**src/rtl/bcd_disp_pkg.sv**
```systemverilog
// Shared seven-segment glyph constants (active-low {g,f,e,d,c,b,a}) and scan-state type.
package bcd_disp_pkg;

  localparam logic [6:0] SEG_0    = 7'h40;
  localparam logic [6:0] SEG_1    = 7'h79;
  localparam logic [6:0] SEG_2    = 7'h24;
  localparam logic [6:0] SEG_3    = 7'h30;
  localparam logic [6:0] SEG_4    = 7'h19;
  localparam logic [6:0] SEG_5    = 7'h12;
  localparam logic [6:0] SEG_6    = 7'h02;
  localparam logic [6:0] SEG_7    = 7'h78;
  localparam logic [6:0] SEG_8    = 7'h00;
  localparam logic [6:0] SEG_9    = 7'h10;
  localparam logic [6:0] SEG_DASH = 7'h3F;
  localparam logic [6:0] SEG_OFF  = 7'h7F;

  typedef enum logic {
    GAP = 1'b0,
    ON  = 1'b1
  } scan_state_t;

endpackage

```
**src/rtl/bcd_to_seg.sv**
```systemverilog
// Combinational BCD to active-low seven-segment decoder; non-BCD codes render as a dash.
module bcd_to_seg
  import bcd_disp_pkg::*;
(
  input  logic [3:0] code,
  output logic [6:0] seg_n
);

  always_comb begin
    seg_n = SEG_DASH;
    case (code)
      4'd0: seg_n = SEG_0;
      4'd1: seg_n = SEG_1;
      4'd2: seg_n = SEG_2;
      4'd3: seg_n = SEG_3;
      4'd4: seg_n = SEG_4;
      4'd5: seg_n = SEG_5;
      4'd6: seg_n = SEG_6;
      4'd7: seg_n = SEG_7;
      4'd8: seg_n = SEG_8;
      4'd9: seg_n = SEG_9;
      default: seg_n = SEG_DASH;
    endcase
  end

endmodule

```
**src/rtl/bcd_seg_scan.sv**
```systemverilog
// Multiplexed common-anode display scanner with anti-ghosting gap and leading-zero blanking.
module bcd_seg_scan
  import bcd_disp_pkg::*;
#(
  parameter int NUM_DIGITS   = 4,
  parameter int SCAN_DIV     = 1000,
  parameter int BLANK_CYCLES = 2
) (
  input  logic                    clk,
  input  logic                    rst_n,
  input  logic [4*NUM_DIGITS-1:0] bcd_in,
  input  logic [NUM_DIGITS-1:0]   dp_in,
  input  logic                    load,
  input  logic                    lzb_en,
  output logic [NUM_DIGITS-1:0]   an_n,
  output logic [6:0]              seg_n,
  output logic                    dp_n,
  output logic                    frame_start
);

  localparam int MAX_SB = (SCAN_DIV > BLANK_CYCLES) ? SCAN_DIV : BLANK_CYCLES;
  localparam int MAXC   = (MAX_SB > 2) ? MAX_SB : 2;
  localparam int CW     = $clog2(MAXC);
  localparam int IW     = $clog2(NUM_DIGITS);
  localparam logic [CW-1:0] SCAN_LAST  = CW'(SCAN_DIV - 1);
  localparam logic [CW-1:0] BLANK_LAST = CW'((BLANK_CYCLES > 0) ? BLANK_CYCLES - 1 : 0);
  localparam logic [IW-1:0] IDX_LAST   = IW'(NUM_DIGITS - 1);

  scan_state_t             state, nstate;
  logic [CW-1:0]           cnt, ncnt;
  logic [IW-1:0]           idx, nidx;
  logic                    first;
  logic [4*NUM_DIGITS-1:0] pend_bcd, com_bcd, ncom_bcd;
  logic [NUM_DIGITS-1:0]   pend_dp, com_dp, ncom_dp;
  logic                    advance;
  logic [3:0]              sel_code;
  logic                    sel_dp, blank, run_zero;
  logic [6:0]              dec_seg;
  logic [NUM_DIGITS-1:0]   nan_n;
  logic [6:0]              nseg_n;
  logic                    ndp_n, nframe;

  bcd_to_seg u_dec (
    .code  (sel_code),
    .seg_n (dec_seg)
  );

  always_comb begin
    nstate  = state;
    ncnt    = cnt + 1'b1;
    advance = 1'b0;
    case (state)
      GAP: begin
        if (BLANK_CYCLES == 0 || cnt == BLANK_LAST) begin
          nstate  = ON;
          ncnt    = '0;
          advance = 1'b1;
        end
      end
      ON: begin
        if (cnt == SCAN_LAST) begin
          ncnt = '0;
          if (BLANK_CYCLES == 0) begin
            nstate  = ON;
            advance = 1'b1;
          end else begin
            nstate = GAP;
          end
        end
      end
      default: nstate = GAP;
    endcase

    nidx = idx;
    if (advance && !first)
      nidx = (idx == IDX_LAST) ? '0 : idx + 1'b1;
    ncom_bcd = advance ? pend_bcd : com_bcd;
    ncom_dp  = advance ? pend_dp  : com_dp;

    // Walk from the most significant digit down so run_zero means "this digit and all above are 0".
    run_zero = 1'b1;
    sel_code = '0;
    sel_dp   = 1'b0;
    blank    = 1'b0;
    for (int unsigned k = 0; k < NUM_DIGITS; k++) begin
      int unsigned j;
      j = NUM_DIGITS - 1 - k;
      run_zero = run_zero && (ncom_bcd[4*j +: 4] == 4'd0);
      if (nidx == IW'(j)) begin
        sel_code = ncom_bcd[4*j +: 4];
        sel_dp   = ncom_dp[j];
        blank    = lzb_en && run_zero && (j != 0);
      end
    end

    nan_n  = an_n;
    nseg_n = seg_n;
    ndp_n  = dp_n;
    nframe = 1'b0;
    if (advance) begin
      nan_n       = '1;
      nan_n[nidx] = 1'b0;
      nseg_n      = blank ? SEG_OFF : dec_seg;
      ndp_n       = ~sel_dp;
      nframe      = (nidx == '0);
    end else if (state == ON && nstate == GAP) begin
      nan_n  = '1;
      nseg_n = SEG_OFF;
      ndp_n  = 1'b1;
    end
  end

  always_ff @(posedge clk or negedge rst_n) begin
    if (!rst_n) begin
      state       <= GAP;
      cnt         <= '0;
      idx         <= '0;
      first       <= 1'b1;
      pend_bcd    <= '0;
      pend_dp     <= '0;
      com_bcd     <= '0;
      com_dp      <= '0;
      an_n        <= '1;
      seg_n       <= SEG_OFF;
      dp_n        <= 1'b1;
      frame_start <= 1'b0;
    end else begin
      state       <= nstate;
      cnt         <= ncnt;
      idx         <= nidx;
      if (advance)
        first <= 1'b0;
      if (load) begin
        pend_bcd <= bcd_in;
        pend_dp  <= dp_in;
      end
      com_bcd     <= ncom_bcd;
      com_dp      <= ncom_dp;
      an_n        <= nan_n;
      seg_n       <= nseg_n;
      dp_n        <= ndp_n;
      frame_start <= nframe;
    end
  end

endmodule

```
**config.mk**
```make
export PLATFORM = sky130hd
export DESIGN_NAME = bcd_seg_scan
export DESIGN_NICKNAME = d
export VERILOG_FILES = /design/src/rtl/bcd_disp_pkg.sv /design/src/rtl/bcd_to_seg.sv /design/src/rtl/bcd_seg_scan.sv
export SDC_FILE = /design/constraint.sdc
export NUM_CORES = 1
export LEC_CHECK = 0
export BUFFER_PORTS_ARGS = -buffer_cell sky130_fd_sc_hd__buf_4
export CORE_UTILIZATION = 40
export CTS_CLUSTER_SIZE = 28
export DETAILED_ROUTE_END_ITERATION = 10
export HOLD_SLACK_MARGIN = 0.06
export SLEW_MARGIN = 20
export SYNTH_ARGS = -nofsm -noshare
export SYNTH_HDL_FRONTEND = slang
export SYNTH_SLANG_ARGS = --single-unit
```
**constraint.sdc**
```tcl
create_clock -name clk -period 3.5 [get_ports clk]
set_clock_uncertainty 0.15 [all_clocks]
set_input_delay 0.7 -clock clk [delete_from_list [all_inputs] [get_ports clk]]
set_output_delay 0.7 -clock clk [all_outputs]
set_load 0.005 [all_outputs]
```
---- Yosys cells after proc, flatten, opt, wreduce, memory -nomap -nowiden ----
Memories as Yosys holds them, arrays and structs flattened.
Index checks and enable logic that the tools add are counted.
operators by class
  multiplexer cells ....................... 33
  reductions and logical operators ........ 14
  add/sub/neg operators ................... 2
  equal/unequal tests ..................... 6
  order comparisons ....................... 2
  bitwise gates (word level) .............. 4
operator list
  operator                                                                             count
  4-bit two-way mux                                                                    7
  7-bit two-way mux                                                                    3
  10-bit two-way mux                                                                   2
  10-bit case mux with 2 select lines                                                  1
  16-bit two-way mux                                                                   1
  1-bit two-way mux                                                                    15
  4-bit logical NOT                                                                    3
  10-bit by 1-bit adder with 10-bit output, second input constant                      1
  10-bit by 1-bit == test with 1-bit output, second input constant                     1
  10-bit == test, second input constant                                                1
  1-bit logical AND                                                                    8
  2-bit == test, second input constant                                                 3
  2-bit two-way mux                                                                    2
  4-bit NOT                                                                            1
  2-bit by 3-bit < comparator with 1-bit output, second input constant                 1
  1-bit NOT                                                                            3
  2-bit by 1-bit adder with 2-bit output, second input constant                        1
  1-bit demux with 2-bit select                                                        1
  2-bit by 1-bit == test with 1-bit output, second input constant                      1
  2-bit by 1-bit greater-or-equal comparator with 1-bit output, second input constant  1
  2-bit logical NOT                                                                    1
  1-bit case mux with 2 select lines                                                   1
  2-bit nonzero test                                                                   1
  1-bit logical NOT                                                                    1
word-level totals
  output and inout bits ................... 13
  logic and storage cells ................. 74
  memories ................................ 1
  input bits .............................. 24
  memory bits (read-only) ................. 112
  register bits ........................... 67
memory list
  memory            words  bits a word  read ports  clocked after memory_dff  write ports  RTL line          text
  (name not given)  16     7            1           0                         0            bcd_to_seg.sv:11  case (code)

---- Depth between registers and ports, before layout ----
Gate-level depths: netlist of run 1.
An unclocked memory read counts as a cell.
  depth in word-level cells ............... 13
  mapped depth ............................ 14
  depth with buffers taken out ............ 12

---- By module ----
From an unflattened synthesis of run 1, not the netlist that was laid out.
unflattened totals
  cell total of the unflattened synthesis .. 260
  area total of the unflattened synthesis .. 2,936.6 um2
modules (own cells, without submodules)
  module        area an instance (um2)  seq. area each (um2)  instances  cells an instance
  bcd_seg_scan  2,712.6                 1,592.8               1          229
  bcd_to_seg    224.0                   0.0                   1          31

---- Worst setup path before layout of run 1 ----
No wires, ideal clock.
  kind .................................... register to register
  start ................................... register cnt[1]
  end ..................................... register seg_n[3]
  cell stages (with the launch flop) ...... 13
  setup slack ............................. 0.203 ns
  arrival time ............................ 3.074 ns
  library setup time ...................... 0.073 ns
  path buffers ............................ 1
  period minus slack after synthesis ...... 3.297 ns
  data required time ...................... 3.277 ns
  cell sequence ........................... dfrtp_1 inv_1 ha_1 or4b_1 nor4_2 mux2i_1 buf_2 mux2i_1 mux2_2 ha_1 nand2b_1 nand3_1 a21oi_1
on the way
  longest elaborated chain between the ends .. 13
  elaborated cells between the ends (all ways) .. 35
  classes of those cells .................. eq/ne (5); mux (16); bitwise (1); reduce/logical (12); memory (1)
ends and longest elaborated chain
  item                                       RTL line             text
  start, declared                            bcd_seg_scan.sv:30   logic [CW-1:0] cnt, ncnt;
  start signal, assigned                     bcd_seg_scan.sv:129  cnt <= ncnt;
  10-bit by 1-bit == test with 1-bit output  bcd_seg_scan.sv:54   if (BLANK_CYCLES == 0 || cnt == BLANK_LAST) begin
  1-bit two-way mux                          bcd_seg_scan.sv:54
  1-bit two-way mux                          bcd_seg_scan.sv:52   case (state)
  1-bit logical AND                          bcd_seg_scan.sv:75   if (advance && !first)
  2-bit two-way mux                          bcd_seg_scan.sv:75
  2-bit == test                              bcd_seg_scan.sv:89   if (nidx == IW'(j)) begin
  4-bit two-way mux (4 in series)            bcd_seg_scan.sv:89
  memory 16 x 7 bit                          n/a
  7-bit two-way mux                          bcd_seg_scan.sv:103  nseg_n = blank ? SEG_OFF : dec_seg;
  7-bit two-way mux                          bcd_seg_scan.sv:100  if (advance) begin
  end signal, assigned                       bcd_seg_scan.sv:140  seg_n <= nseg_n;
  end, declared                              bcd_seg_scan.sv:16   output logic [6:0] seg_n,
Several ways; a longest one is shown, not always the timed one.
A chain may end at the register's enable or synchronous reset.

---- Worst setup path in the final report of run 1 ----
  start ................................... register cnt[1]
  end ..................................... register seg_n[4]
on the way
  elaborated cells between the ends (all ways) .. 35
  classes of those cells .................. eq/ne (5); mux (16); bitwise (1); reduce/logical (12); memory (1)
RTL lines
  item                                                       RTL line             text
  10-bit by 1-bit == test with 1-bit output *                bcd_seg_scan.sv:54
  1-bit two-way mux *                                        bcd_seg_scan.sv:54
  1-bit two-way mux *                                        bcd_seg_scan.sv:52
  16-bit two-way mux *                                       bcd_seg_scan.sv:77   ncom_bcd = advance ? pend_bcd : com_bcd;
  net ncom_bcd[9]                                            bcd_seg_scan.sv:33   logic [4*NUM_DIGITS-1:0] pend_bcd, com_bcd, ncom_bcd;
  branches (longest 6 deep; another with memory 16 x 7 bit)  n/a
  7-bit two-way mux *                                        bcd_seg_scan.sv:103
  7-bit two-way mux *                                        bcd_seg_scan.sv:100
Mark *: on every way through the listed nets, which the timed path passes.

==> results.py, run 1 <==
metrics = {
    "job": {
        "drv_cap": 0,
    },
    "floorplanning": {
        "die_y_um": 87.0,
        "rows": 30,
        "die_x_um": 87.0,
        "start_util_pct": 42.0,
        "boundaryPins": 37,
        "die-area_um2": 7560,
        "coreArea_um2": 6870,
    },
    "routing": {
        "drc_errors": 0,
        "drtIter0Drc": 60,
        "drt-total-wl_mm": 5.33,
        "wl_per_cell_um": 14.2,
        "antenna_left": 0,
        "via_per_inst": 4.88,
        "num_vias": 1833,
        "firstDrtPassIters": 3,
    },
    "timing": {
        "slew_headroom_pct": 47.3,
        "setup-violations-final": 0,
        "finalHoldViolCount": 0,
        "max_freq_mhz": 300,
        "tightest_slew_ns": 0.791,
        "period_needed_ns": 3.33,
        "grt_setup_unrepaired": "no",
        "slew_violations": 0,
        "post-route-period-util_pct": 95.3,
        "setup_tns_ns": 0,
        "hold_slack_ns": 0.302,
    },
    "synth": {
        "synth_edf_count": 0,
        "synth_flop_cell": "dfrtp_1",
        "seq_area_frac_synth_pct": 55.2,
        "yosysUniqueCellTypes": 35,
        "ys_ff_latch": 63,
        "syn_area_um2": 2890,
        "synth_top_area_cell": "dfrtp_1",
        "synth_warnings": 0,
        "synth.most_common_cell": "dfrtp_1",
        "synth.avg_cell_area_um2": 12.4,
        "async_reset_ff_share_pct": 100,
        "synth_fp_nets": 266,
        "synth_common_cells": "dfrtp_1, mux2_2, nor2_1, dfstp_2, mux2i_1",
        "synth_top_cell_area_share_pct": 43.3,
        "ys_top_cells_by_area": "dfrtp_1, mux2_2, dfstp_2, mux2i_1, ha_1",
        "syn-instance-count": 233,
    },
    "layout": {
        "syn_to_final_growth_pct": 20.4,
        "antennaDiodeCount": 0,
        "design_area_um2": 3480,
        "layout.nets": 308,
        "layout-drive-gt1-share_pct": 40.7,
    },
    "worst_setup_path": {
        "start_kind": "flop",
        "crit_chain": "inv_1 -> ha_1 -> or4b_1 -> or3_1 -> buf_4 -> mux2_2 -> mux2i_1 -> mux2_2 -> inv_1 -> ha_1 -> a21oi_1 -> a211oi_2 -> nor2_1",
        "slowest_delay_ns": 0.50,
        "cp_slowest_cell": "or4b_1",
        "cp_max_fo": 17,
        "arrival_ns": 3.45,
        "crit_type": "reg2reg",
        "critPathRequiredTime_ns": 3.62,
        "crit_path_end_kind": "flop",
    },
    "clock_network": {
        "cts_hold_buffers": 0,
        "clk_path_buf_depth": 2,
        "cts.clk_slew.worst_paths_ns": 0.07,
        "cts-buffers-inserted": 9,
        "cts_max_level": 3,
        "clock_sinks": 63,
        "cts_tree": "built",
        "cts-root-buf": "clkbuf_8",
        "postCtsSetupBuffers": 0,
        "clk_latency_ns": 0.33,
    },
    "grt": {
        "grt_pass1_wl_mm": 8.91,
        "grt_max_degree": 64,
        "grt_antenna_before_repair": 0,
        "grt-ovfl-total": 0,
        "track_usage_pct": 15.8,
        "grt_pass1_vias": 1831,
    },
    "power_and_ir_drop": {
        "static-leakage-power_nw": 1.59,
        "irDropWorstVdd_mv": 0.187,
        "power_density_nw_per_um2": 461,
        "total_power_mw": 1.60,
    },
    "placed_design": {
        "post-dp-hpwl_mm": 3.60,
        "gp_congestion": 0.779,
        "postPlaceCellArea_um2": 3270,
        "portBuffers": 36,
    },
    "status": {
        "status": "finished clean",
    },
    "hold_path": {
        "hp-class": "in2async",
    },
}
-- per-layer routing --
layer / share of wire [%] / GRT usage (%) / wire length [um]
met5: 0 / 0 / 0
met4: 0.96 / 5.00 / 51
met3: 3.5 / 5.69 / 187
met1: 48 / 20.5 / 2580
met2: 47 / 24.6 / 2510
-- what timing repair did --
action	4_1_cts	5_1_grt
endpoints found under the setup margin	0	2
gates resized for setup	0	1
endpoints found under the hold margin	0	0
-- final timing paths --
kind	startpoint	end	slack (ns)	cells after the start
worst max-delay path	cnt[1]	seg_n[4]	0.17	13
worst min-delay path	rst_n	pend_bcd[1]	0.30	1
worst max register to register	cnt[1]	seg_n[4]	0.17	13
worst min register to register	cnt[0]	cnt[0]	0.34	1
max in group asynchronous	rst_n	idx[1]	2.38	1
min in group clk	cnt[0]	cnt[0]	0.34	1
-- cells in the final DEF, fill, tap and decap left out, drive strengths merged, types with 3 or more instances in the layout --
| cell | netlist | routed |
|---|---|---|
| buf | 4 | 41 |
| xnor2 | 5 | 5 |
| a21oi | 11 | 11 |
| dfstp | 13 | 13 |
| mux2 | 41 | 41 |
| nand2 | 9 | 9 |
| nor4 | 4 | 4 |
| dfrtp | 50 | 50 |
| ha | 9 | 9 |
| nand2b | 3 | 3 |
| xor2 | 3 | 3 |
| inv | 8 | 8 |
| clkbuf | 6 | 13 |
| mux2i | 12 | 12 |
| nor3 | 3 | 3 |
| or4 | 4 | 4 |
| nor2 | 24 | 24 |
| nand3 | 5 | 5 |
| and2 | 3 | 3 |
-- per-stage QoR --
stage,setup slack (ns),utilization [%],cells
floorplan,0.203,-,233
global placement,0.288,47.6,360
detailed placement,0.256,47.6,360
CTS,0.166,50.5,376
global route,0.00922,50.6,376
finish,0.166,50.6,376
-- sequential cells by signal, summed over array words and instances, names as in the netlist, 2 cells and up --
name	cells
com_bcd	16
pend_bcd	16
cnt	10
seg_n	7
an_n	4
pend_dp	4
idx	2
-- logic make-up (layout without fill, tap and decap cells) --
logic type,Yosys count,in the layout,share of synthesized area (%)
XOR/XNOR,8,8,2.43
multiplexers,53,53,20.4
AND/OR/NAND/NOR,62,62,10.7
adder cells (fa/ha/maj),9,9,3.90
flip-flops,63,63,55.2
AO/OA/AOI/OAI,20,20,4.64
buffers and inverters,18,65,2.73
-- final cells by class --
| cell class | instances | area (um^2) |
|---|---|---|
| fillers | 637 | 3390 |
| multi-input cells | 152 | 1220 |
| flip-flops and latches | 63 | 1590 |
| clock buffers | 13 | 159 |
| well taps | 96 | 120 |
| inverters | 8 | 30.0 |
| repair buffers | 41 | 308 |
| clock inverters | 3 | 42.5 |
-- power by group --
| part | total [mW] | switching [mW] | internal (mW) |
|---|---|---|---|
| combinational | 0.150 | 0.0649 | 0.0848 |
| clock | 0.638 | 0.271 | 0.367 |
| sequential | 0.814 | 0.0278 | 0.786 |
| total | 1.60 | 0.364 | 1.24 |
-- worst max-delay path: cells and delay by family (launching register included) --
kind	cells	cell delay, ns
AND/OR/NAND/NOR	3	1.03
buffers and inverters	3	0.38
flip-flops	1	0.39
AO/OA/AOI/OAI	2	0.27
adder cells (fa/ha/maj)	2	0.35
multiplexers	3	0.71
No activity file was read; power rests on OpenSTA's default activity.
==> inputs of run 2 (changes only) <==
Settings changed: GPL_TIMING_DRIVEN set to 0.
==> results.py, run 2 (synthesis results as in run 1) <==
metrics = {
    "layout": {
        "syn_to_final_growth_pct": 21.9,
        "layout.nets": 315,
        "num-fill-cells": 637,
        "design_area_um2": 3520,
        "regArea_um2": 1590,
        "final_common_cell": "dfrtp_1",
        "layout_common_cells": "dfrtp_1, buf_4, mux2_2",
        "top_regs": "com_bcd x16, pend_bcd x16, cnt x10",
        "multi_input_area_um2": 1260,
        "fin_cells": 383,
        "antennaDiodeCount": 0,
        "layout-drive-gt1-share_pct": 41.1,
    },
    "status": {
        "status": "finished clean",
    },
    "worst_setup_path": {
        "cp_slowest_cell": "or4b_4",
        "crit_type": "reg2reg",
        "crit_path_end_kind": "flop",
        "cp_max_fo": 9,
        "cp_top_family": "simple AND/OR/NAND/NOR gates",
        "start_kind": "flop",
        "reg2reg_depth": 14,
        "cp.depth": 14,
        "crit_chain": "inv_1 -> ha_1 -> or4b_4 -> or3_1 -> buf_2 -> buf_2 -> mux2_2 -> mux2i_1 -> mux2_4 -> inv_1 -> ha_1 -> nand2b_1 -> o211ai_1 -> a21oi_1",
        "arrival_ns": 3.37,
        "slowest_delay_ns": 0.48,
        "worst-path-buf-inv": 4,
        "critPathRequiredTime_ns": 3.60,
    },
    "timing": {
        "tightest_slew_ns": 0.782,
        "post-route-period-util_pct": 93.3,
        "setup-violations-final": 0,
        "hold_slack_ns": 0.298,
        "max_freq_mhz": 306,
        "slew_headroom_pct": 47.8,
        "setup_tns_ns": 0,
        "finalHoldViolCount": 0,
        "slew_violations": 0,
        "period_needed_ns": 3.26,
    },
    "floorplanning": {
        "die_y_um": 87.0,
        "coreArea_um2": 6870,
        "die-area_um2": 7560,
        "rows": 30,
        "boundaryPins": 37,
        "start_util_pct": 42.0,
        "die_x_um": 87.0,
    },
    "routing": {
        "wl_per_cell_um": 13.9,
        "drt-total-wl_mm": 5.33,
        "antenna_left": 0,
        "via_per_inst": 4.86,
        "firstDrtPassIters": 3,
        "drc_errors": 0,
        "drtIter0Drc": 94,
        "num_vias": 1861,
    },
    "placed_design": {
        "post-place-cells": 364,
        "gp_congestion": 0.730,
        "portBuffers": 35,
        "postPlaceCellArea_um2": 3270,
        "post-dp-hpwl_mm": 3.77,
    },
    "clock_network": {
        "cts.clk_slew.worst_paths_ns": 0.07,
        "cts-buffers-inserted": 9,
        "cts_tree": "built",
        "cts-root-buf": "clkbuf_8",
        "clk_latency_ns": 0.34,
        "cts_max_level": 3,
        "clk_path_buf_depth": 2,
        "clock_sinks": 63,
        "cts_hold_buffers": 0,
    },
    "power_and_ir_drop": {
        "power_density_nw_per_um2": 437,
        "irDropWorstVdd_mv": 0.236,
        "static-leakage-power_nw": 1.60,
        "total_power_mw": 1.54,
    },
    "grt": {
        "grt_pass1_vias": 1887,
        "grt_antenna_before_repair": 0,
        "track_usage_pct": 16.2,
        "grt-ovfl-total": 0,
        "grt_pass1_wl_mm": 9.13,
        "grt_max_degree": 64,
    },
    "hold_path": {
        "hp-class": "in2async",
    },
    "job": {
        "drv_cap": 0,
    },
}
## run 2: cell count changes in the layout (fill, tap and decap cells not counted), sizes merged
cell      change
clkbuf        +8
buf           +1
bufinv        -1
clkinvlp      -1
## run 2: power by group
part           switching, mW  internal, mW
logic                 0.0657        0.0858
clock network          0.257         0.315
registers             0.0268         0.787
total                  0.349          1.19
## run 2: area by class of cell
class / count / area share, %
multi-input combinational: 152 / 35.7
clock buffer: 15 / 5.01
inverter: 8 / 0.853
clock inverter: 1 / 0.142
timing repair buffer: 38 / 8.10
tap: 96 / 3.41
sequential: 63 / 45.2
buffer: 10 / 1.56
## run 2: per-layer routing
metal,vias to the layer above,part of all wire (%),global-route usage (%),wire length (um)
met5,-,0,0,0
met4,0,1.1,5.00,57
met3,6,3.8,5.97,205
met2,29,48,25.3,2540
met1,909,47,20.9,2530
li1,917,-,-,-
## run 2: path summary, 6_finish.rpt
check	start	to	slack, ns
max reg2reg	cnt[1]	seg_n[0]	0.24
max in group asynchronous	rst_n	pend_bcd[12]	2.39
min reg2reg	cnt[0]	cnt[0]	0.34
min	rst_n	pend_bcd[3]	0.30
max	cnt[1]	seg_n[0]	0.24
min in group clk	cnt[0]	cnt[0]	0.34
## run 2: what timing repair did
item	in CTS	in global routing
setup endpoints to repair	7	6
pin swaps	0	1
buffers inserted	1	2
resized for setup	4	7
## run 2: worst register-to-register path: stages, from the launching register on
cell and delay (ns):
dfrtp_1 0.39, inv_1 0.06, ha_1 0.12, or4b_4 0.48
or3_1 0.35, buf_2 0.16, buf_2 0.19, mux2_2 0.30
mux2i_1 0.16, mux2_4 0.21, inv_1 0.08, ha_1 0.19
nand2b_1 0.15, o211ai_1 0.10, a21oi_1 0.09
## run 2: through the flow
stage / setup WS [ns] / util [%]
3_3_place_gp: -0.292 / 47.6
2_1_floorplan: 0.203 / -
3_5_place_dp: -0.351 / 47.6
4_1_cts: 0.0424 / 50.7
5_1_grt: -0.00431 / 51.3
6_report: 0.235 / 51.3
==> inputs of run 3 (changes only) <==
Settings changed: REMOVE_ABC_BUFFERS set to 1.
==> results.py, run 3 (synthesis results as in run 1) <==
metrics = {
    "routing": {
        "wl_per_cell_um": 14.0,
        "antenna_left": 0,
        "drc_errors": 0,
        "drt-total-wl_mm": 5.24,
        "via_per_inst": 4.91,
        "num_vias": 1843,
        "drtIter0Drc": 62,
        "firstDrtPassIters": 3,
    },
    "layout": {
        "design_area_um2": 3470,
        "syn_to_final_growth_pct": 20.1,
        "layout_common_cells": "dfrtp_1, mux2_2, buf_4",
        "num-fill-cells": 640,
        "layout.nets": 307,
        "antennaDiodeCount": 0,
        "post-route-util_pct": 50.5,
        "final_common_cell": "dfrtp_1",
        "layout-drive-gt1-share_pct": 41.9,
        "top_regs": "com_bcd x16, pend_bcd x16, cnt x10",
    },
    "worst_setup_path": {
        "crit_type": "reg2reg",
        "worst-path-buf-inv": 2,
        "startpoint": "cnt[1]",
        "crit_chain": "inv_1 -> ha_1 -> or4b_1 -> nor4_4 -> buf_4 -> mux2i_4 -> mux2_2 -> ha_1 -> nand2b_1 -> nand3_1 -> a21oi_1",
        "crit_path_end_kind": "flop",
        "critPathMostFrequentCell": "ha_1",
        "start_kind": "flop",
        "cp.depth": 11,
        "regToRegStartpoint": "cnt[1]",
        "cp_slowest_cell": "or4b_1",
        "worstSetupEndpoint": "seg_n[3]",
        "cp_max_fo": 10,
        "critPathRequiredTime_ns": 3.62,
        "cp_top_family": "simple AND/OR/NAND/NOR gates",
        "rrSetupSlack_ns": 0.19,
        "slowest_delay_ns": 0.52,
        "arrival_ns": 3.43,
        "rr_endpoint": "seg_n[3]",
        "reg2reg_depth": 11,
    },
    "grt": {
        "grt_antenna_before_repair": 0,
        "grtUsageMet2_pct": 23.4,
        "grt_max_degree": 64,
        "grt_pass1_vias": 1885,
        "grt_use_met3_pct": 3.70,
        "use_met1_pct": 21.5,
        "track_usage_pct": 15.6,
        "grt-ovfl-total": 0,
        "grt_pass1_wl_mm": 8.94,
        "busiest_layer": "met2",
    },
    "clock_network": {
        "clk_path_buf_depth": 2,
        "cts_max_level": 3,
        "clk_latency_ns": 0.33,
        "cts_hold_buffers": 0,
        "cts-buffers-inserted": 9,
        "cts-root-buf": "clkbuf_8",
        "cts_tree": "built",
        "cts.clk_slew.worst_paths_ns": 0.07,
        "clock_sinks": 63,
    },
    "timing": {
        "period_needed_ns": 3.31,
        "setup-violations-final": 0,
        "grt_setup_unrepaired": "no",
        "setup_tns_ns": 0,
        "slew_violations": 0,
        "max_freq_mhz": 302,
        "post-route-period-util_pct": 94.6,
        "tightest_slew_ns": 0.788,
        "slew_headroom_pct": 47.4,
        "finalHoldViolCount": 0,
    },
    "floorplanning": {
        "rows": 30,
        "die_x_um": 87.0,
        "die-area_um2": 7560,
        "start_util_pct": 42.0,
        "boundaryPins": 37,
        "die_y_um": 87.0,
        "coreArea_um2": 6870,
    },
    "power_and_ir_drop": {
        "static-leakage-power_nw": 1.58,
        "power_density_nw_per_um2": 435,
        "irDropWorstVdd_mv": 0.215,
        "p_seq_share_pct": 54.0,
        "clkPwrFrac_pct": 36.0,
        "p_switching_mw": 0.363,
        "combPwrFrac_pct": 10.0,
        "swShare_pct": 24.1,
        "p_int_mw": 1.14,
    },
    "placed_design": {
        "post-dp-hpwl_mm": 3.53,
        "postPlaceCellArea_um2": 3260,
        "portBuffers": 36,
        "gp_congestion": 0.724,
    },
    "status": {
        "status": "finished clean",
    },
    "hold_path": {
        "hp-class": "in2async",
    },
    "job": {
        "drv_cap": 0,
    },
}
## run 3: changes by cell type in the layout (fill, tap and decap cells not counted), moves of 2 or more
| cell | delta |
|---|---|
| clkbuf_1 | -7 |
| buf_2 | -2 |
| clkbuf_8 | -2 |
| clkinv_2 | +2 |
| mux2_2 | +2 |
| mux2_4 | -2 |
## run 3: area by class of cell
type                    instances  area (um^2)  area share, %
inverters                       8         30.0          0.866
multi-input cells             152         1250           36.0
clock buffers                  12          145           4.18
well taps                      96          120           3.46
repair buffers                 40          308           8.87
clock inverters                 4         22.5          0.649
flip-flops and latches         63         1590           45.9
## run 3: what timing repair did
action / in CTS / in global routing
setup buffers: 1 / 1
setup endpoints to repair: 7 / 7
pin swaps: 0 / 1
gates resized for setup: 3 / 3
## run 3: worst min-delay path by stage
stage	start	endpoint	slack (ns)	cells after the start
after floorplan	rst_n	cnt[0]	0.25	0
after global placement	cnt[0]	cnt[0]	0.33	1
after detailed placement	cnt[0]	cnt[0]	0.33	1
after CTS	rst_n	pend_dp[0]	0.32	1
after global routing	rst_n	pend_dp[0]	0.35	1
final	rst_n	pend_dp[2]	0.28	1
## run 3: per-stage QoR
| stage | instances | hold slack (ns) | total power [mW] | worst slack [ns] |
|---|---|---|---|---|
| after detailed placement | 357 | 0.328 | 0.982 | -0.210 |
| after global placement | 355 | 0.326 | 0.977 | -0.700 |
| after floorplan | 223 | 0.254 | 0.902 | -0.0961 |
| final | 375 | 0.284 | 1.51 | 0.190 |
| after global routing | 375 | 0.349 | 1.59 | 0.0221 |
| after CTS | 374 | 0.317 | 1.54 | 0.0458 |
## run 3: metal layers
| layer | share of wire (%) | vias to the layer above |
|---|---|---|
| met4 | 1.4 | 0 |
| met2 | 45 | 32 |
| met5 | 0 | - |
| met1 | 50 | 907 |
| met3 | 3.2 | 8 |
| li1 | - | 896 |
## run 3: power by group through the flow
stage	Sequential [mW]	Combinational (mW)	Clock, mW
floorplan	0.819	0.0823	0
global placement	0.826	0.151	0
detailed placement	0.828	0.154	0
CTS	0.814	0.155	0.567
global route	0.820	0.169	0.597
finish	0.813	0.151	0.543
